### src/rtl/led_pattern_pkg.sv
// Shared types for the LED pattern engine: the mode encoding and its
// wrap-around successor.
package led_pattern_pkg;

    typedef enum logic [1:0] {
        MODE_BINARY  = 2'd0,
        MODE_CHASE   = 2'd1,
        MODE_BREATHE = 2'd2,
        MODE_BLINK   = 2'd3
    } mode_t;

    // Mode order used by the mode_next button; BLINK wraps back to BINARY.
    function automatic mode_t next_mode(input mode_t m);
        case (m)
            MODE_BINARY:  next_mode = MODE_CHASE;
            MODE_CHASE:   next_mode = MODE_BREATHE;
            MODE_BREATHE: next_mode = MODE_BLINK;
            default:      next_mode = MODE_BINARY;
        endcase
    endfunction

endpackage

### src/rtl/led_pattern_gen_tick_prescaler.sv
// Free-running divide-by-DIV prescaler. tick is high for one clk every DIV
// clks, in the cycle where the count sits at DIV-1. clr restarts the count
// so the next tick lands DIV-1 cycles after the clearing edge.
module tick_prescaler #(
    parameter int DIV = 1_200_000
) (
    input  logic clk,
    input  logic rst,
    input  logic clr,
    output logic tick
);

    localparam int            W    = (DIV > 1) ? $clog2(DIV) : 1;
    localparam logic [W-1:0]  LAST = W'(DIV - 1);

    logic [W-1:0] presc;

    // Count 0..DIV-1 and wrap; a clear request overrides the count.
    // NOTE: sequential state uses non-blocking assignments so every register
    // samples the pre-edge values and simulation matches the synthesized flops.
    always_ff @(posedge clk or posedge rst) begin
        if (rst) begin
            presc <= '0;
        end else if (clr || presc == LAST) begin
            presc <= '0;
        end else begin
            presc <= presc + 1'b1;
        end
    end

    assign tick = (presc == LAST);

endmodule

### src/rtl/led_pattern_gen.sv
// Four-mode LED pattern engine: binary count, bouncing chase, PWM breathe and
// blink. Pattern state advances on each prescaler tick; mode_next cycles the
// mode, clears the pattern state and restarts the prescaler. led is a
// registered function of the current mode and state.
module led_pattern_gen
    import led_pattern_pkg::*;
#(
    parameter int N_LEDS    = 5,
    parameter int TICK_DIV  = 1_200_000,
    parameter int PWM_BITS  = 8,
    parameter int DUTY_STEP = 16
) (
    input  logic              clk,
    input  logic              rst,
    input  logic              mode_next,
    output logic [1:0]        mode,
    output logic              tick,
    output logic [N_LEDS-1:0] led
);

    localparam int                   POS_W    = $clog2(N_LEDS);
    localparam logic [POS_W-1:0]     POS_LAST = POS_W'(N_LEDS - 1);
    localparam logic [PWM_BITS-1:0]  DUTY_MAX = '1;
    localparam logic [PWM_BITS-1:0]  DUTY_INC = PWM_BITS'(DUTY_STEP);
    localparam logic [PWM_BITS-1:0]  DUTY_TOP = DUTY_MAX - DUTY_INC;
    localparam logic [N_LEDS-1:0]    LED_ONE  = N_LEDS'(1);

    mode_t               mode_q;
    logic [N_LEDS-1:0]   step;
    logic [POS_W-1:0]    pos;
    logic                chase_up;
    logic [PWM_BITS-1:0] duty;
    logic                breathe_up;
    logic [PWM_BITS-1:0] pwm_cnt;
    logic                phase;
    logic [N_LEDS-1:0]   led_next;

    tick_prescaler #(
        .DIV (TICK_DIV)
    ) u_prescaler (
        .clk  (clk),
        .rst  (rst),
        .clr  (mode_next),
        .tick (tick)
    );

    // PWM counter free-runs; a mode change deliberately leaves it alone.
    always_ff @(posedge clk or posedge rst) begin
        if (rst) begin
            pwm_cnt <= '0;
        end else begin
            pwm_cnt <= pwm_cnt + 1'b1;
        end
    end

    // Mode and pattern sequencer; mode_next wins over a coincident tick.
    always_ff @(posedge clk or posedge rst) begin
        if (rst) begin
            mode_q     <= MODE_BINARY;
            step       <= '0;
            pos        <= '0;
            chase_up   <= 1'b1;
            duty       <= '0;
            breathe_up <= 1'b1;
            phase      <= 1'b0;
        end else if (mode_next) begin
            mode_q     <= next_mode(mode_q);
            step       <= '0;
            pos        <= '0;
            chase_up   <= 1'b1;
            duty       <= '0;
            breathe_up <= 1'b1;
            phase      <= 1'b0;
        end else if (tick) begin
            case (mode_q)
                MODE_BINARY: begin
                    step <= step + 1'b1;
                end
                MODE_CHASE: begin
                    if (chase_up) begin
                        if (pos == POS_LAST) begin
                            chase_up <= 1'b0;
                            pos      <= POS_LAST - 1'b1;
                        end else begin
                            pos <= pos + 1'b1;
                        end
                    end else begin
                        if (pos == '0) begin
                            chase_up <= 1'b1;
                            pos      <= POS_W'(1);
                        end else begin
                            pos <= pos - 1'b1;
                        end
                    end
                end
                MODE_BREATHE: begin
                    if (breathe_up) begin
                        if (duty > DUTY_TOP) begin
                            duty       <= DUTY_MAX;
                            breathe_up <= 1'b0;
                        end else begin
                            duty <= duty + DUTY_INC;
                        end
                    end else begin
                        if (duty < DUTY_INC) begin
                            duty       <= '0;
                            breathe_up <= 1'b1;
                        end else begin
                            duty <= duty - DUTY_INC;
                        end
                    end
                end
                default: begin
                    phase <= ~phase;
                end
            endcase
        end
    end

    // Pattern decode from the current mode and state.
    // NOTE: led_next gets a default before the case so no path leaves it
    // unassigned, which would otherwise infer a latch.
    always_comb begin
        led_next = '0;
        case (mode_q)
            MODE_BINARY:  led_next = step;
            MODE_CHASE:   led_next = LED_ONE << pos;
            MODE_BREATHE: led_next = (pwm_cnt < duty) ? '1 : '0;
            default:      led_next = {N_LEDS{phase}};
        endcase
    end

    // Output register: led follows the state one clk later, glitch-free.
    always_ff @(posedge clk or posedge rst) begin
        if (rst) begin
            led <= '0;
        end else begin
            led <= led_next;
        end
    end

    assign mode = mode_q;

endmodule

### config.mk
export PLATFORM = sky130hd
export DESIGN_NAME = led_pattern_gen
export DESIGN_NICKNAME = d
export VERILOG_FILES = /design/src/rtl/led_pattern_pkg.sv /design/src/rtl/led_pattern_gen_tick_prescaler.sv /design/src/rtl/led_pattern_gen.sv
export SDC_FILE = /design/constraint.sdc
export NUM_CORES = 1
export LEC_CHECK = 0
export ABC_AREA = 1
export CELL_PAD_IN_SITES_DETAIL_PLACEMENT = 0
export CELL_PAD_IN_SITES_GLOBAL_PLACEMENT = 1
export CORE_MARGIN = 1.5
export CORE_UTILIZATION = 30
export CTS_CLUSTER_DIAMETER = 80
export DETAILED_ROUTE_END_ITERATION = 7
export GPL_ROUTABILITY_DRIVEN = 0
export PLACE_DENSITY = 0.69
export SETUP_SLACK_MARGIN = 0.2
export SYNTH_ARGS = -nofsm -noshare
export SYNTH_HDL_FRONTEND = slang
export SYNTH_SLANG_ARGS = --single-unit
### constraint.sdc
create_clock -name clk -period 1.57 [get_ports clk]
set_input_delay 0.314 -clock clk [delete_from_list [all_inputs] [get_ports clk]]
set_output_delay 0.314 -clock clk [all_outputs]
set_load 0.02 [all_outputs]
==> results.yml <==
synthesis:
  synth_ff_type: "dfrtp_1"
  yosys_register_bits: 52
  yosys_warnings: 0
  synth_top_area_cell: "dfrtp_1"
  yosysSeqAreaShare: 0.399
  netlist_instances: 433
  yosys-top-cells-area: "dfrtp_1 (38%), nand2_1 (13%), ha_1 (9.6%)"
  netlist-cell-type-count: 32
  async_flop_share: 1.00
  syn_area_per_cell_um2: 7.54
  synth_nets: 461
  synth-edff-count: 0
  netlist.area_leader.share: 0.383
  syn_area_mm2: 0.00327
grt:
  grt_max_degree: 20
  antenna_found_initial: 0
  grt_pass1_vias: 2862
  grt_pass1_wl_um: 13100
  grtUsageTotal: 0.141
  grt_overflow: 0
timing:
  layout_setup_ws_ps: -152
  finalHoldViolCount: 0
  fmax_ghz: 0.581
  finClkSkew_ps: 6.74
  post-route-min-period_ps: 1720
  tightest_slew_ps: 374
  maxSlewHeadroom: 0.750
  setup_viol: 27
  rsz0062_at_grt: "true"
  setup_tns_ps: -1890
  report.final.slew_viol_count: 0
  period_share: 1.10
routing:
  drt-total-wl_um: 7770
  vias: 2950
  dr.pass1.iters: 4
  drtIter0Drc: 98
  drc_errors: 0
  ant_nets: 0
  vias_per_cell: 4.50
  wire_per_inst_um: 11.8
placed_design:
  hpwl_um: 5840
  numPortBuffers: 10
  post-place-ws_ps: -312
clock_tree:
  cts_buffer_depth: 2
  clk_pin_slew_ps: 100
  ctsHtreeMaxLevel: 2
  cts_tree: "yes"
  root_buffer: "clkbuf_8"
  postCtsHoldBufs: 0
  cts_sinks: 52
  numCtsBuffers: 5
  clock_latency_ps: 300
floorplanning:
  coreArea_mm2: 0.0105
  dieArea_mm2: 0.0115
  dieHeight_um: 107
  io_pins: 11
  start_util: 0.312
  die_w_um: 107
  num_rows: 37
min_path:
  holdCritPathClass: "in2async"
pwr:
  internal-power_uw: 2160
  power_switching_uw: 1100
  ir_drop_uv: 465
  pwr-share-seq: 0.461
  leakagePower_uw: 0.00234
  combinationalPowerShare: 0.303
  switching_share: 0.337
  p_per_area_mw_per_mm2: 717
  p_clk_frac: 0.236
critical_path:
  cp.arrival_ps: 1930
  critPathKind: "reg2reg"
  path_max_fanout: 6
  critPathRequiredTime_ps: 1780
  worstSetupEndpointType: "flip-flop"
  startpoint_type: "flip-flop"
run_status:
  outcome: "complete, but fails checks"
  violations: "setup timing"
cells_and_area:
  fin_nets: 547
  area_growth_pct: 39.2
  final_layout_size_suffix_gt1_frac: 0.317
  antenna_cells: 0
run:
  cap_viol_max_count: 0
## metrics by stage
stage	instances	hold WS (ps)	utilization	power [uW]	area, um2
global placement	623	448	0.378	2340	3960
finish	656	304	0.435	3260	4550
global route	656	318	0.435	3490	4550
floorplan	433	368	-	2060	3330
detailed placement	623	458	0.378	2340	3960
CTS	643	308	0.411	3180	4300
## final timing paths
| path | startpoint | end | slack (ps) | depth (start not counted) |
|---|---|---|---|---|
| min in group clk | pwm_cnt[0] | pwm_cnt[0] | 460 | 1 |
| max in group asynchronous | rst | mode[0] | 810 | 3 |
| max | u_prescaler.presc[1] | phase | -150 | 13 |
| min reg2reg | pwm_cnt[0] | pwm_cnt[0] | 460 | 1 |
| min | rst | duty[6] | 300 | 2 |
| max reg2reg | u_prescaler.presc[1] | phase | -150 | 13 |
## cells in the mapped netlist, types with 3 or more instances
master	n
nor3_1	11
nor2_1	56
clkbuf_1	4
inv_1	54
nor2_2	3
nand3_1	36
inv_2	4
or2_2	3
xor2_1	16
nand3_2	3
dfrtp_1	50
nand2_2	5
ha_1	25
nand2_1	114
o21ai_0	9
xnor2_1	3
nand4_1	8
a21oi_1	11
o21ai_1	3
## worst max-delay path: stages (launching register included)
cell and delay [ps]:
dfrtp_1 370, ha_2 190, nand2_2 60, inv_2 70
nand2_4 70, nor2_8 100, nand3_4 90, buf_4 150
buf_6 130, nand2_8 130, buf_12 150, nand2_2 50
o21ai_2 50, inv_2 30
## final cells by class
| type | instances | area, um2 |
|---|---|---|
| Tap cell | 136 | 170 |
| Clock buffer | 5 | 68.8 |
| Clock inverter | 3 | 18.8 |
| Sequential cell | 52 | 1310 |
| Multi-Input combinational cell | 316 | 1990 |
| Timing Repair Buffer | 86 | 764 |
| Inverter | 58 | 226 |
| Fill cell | 1089 | 5920 |
## state kept, by name, indices dropped and copies added, names as in the netlist
register,cells
pos,3
chase_up,1
step,5
phase,1
u_prescaler.presc,21
led,5
breathe_up,1
pwm_cnt,8
mode,2
duty,5
## kinds of logic (layout without fill, tap and decap cells)
family / Yosys count / in the layout / synth area share
and+or+nand+nor: 246 / 246 / 0.333
adders and majority gates: 25 / 25 / 0.0958
xor gates and xnor gates: 19 / 19 / 0.0510
DFF: 52 / 52 / 0.399
AOI/OAI and AO/OA: 26 / 26 / 0.0429
buffers and inverters: 65 / 152 / 0.0782
## power groups by stage
stage / sequential, uW / combinational (uW) / clock (uW)
floorplan: 1580 / 481 / 0
global placement: 1530 / 811 / 0
detailed placement: 1540 / 809 / 0
CTS: 1510 / 869 / 802
global route: 1510 / 1120 / 856
finish: 1500 / 986 / 771
## repair_timing
item | CTS | global route
setup buffers | 11 | 12
cloned | 1 | 1
pin swaps | 15 | 11
setup endpoints to repair | 48 | 43
endpoints found under the hold margin | 0 | 0
gates resized for setup | 56 | 39
## routing by layer
layer,vias to the layer above,wire length (um),part of all wire,GRT usage
met4,0,26,0.0033,0.0244
met5,-,0,0,0
met3,2,151,0.019,0.0230
met2,22,3740,0.48,0.242
met1,1379,3850,0.50,0.187
li1,1547,-,-,-
## layout by cell type, fill, tap and decap left out, drive strengths merged
cell type      count
nand2            120
buf               78
nor2              60
inv               57
dfrtp             50
nand3             39
ha                25
xor2              16
o21ai             13
a21oi             11
nor3              11
nand4              8
clkbuf             6
dlygate4sd2        5
xnor2              3
or2                3
clkinv             3
dfstp              2
clkdlybuf4s50      2
nor3b              2
and3               1
a22o               1
nand2b             1
nor4               1
clkinvlp           1
o31ai              1
(Power assumes the default switching activity.)
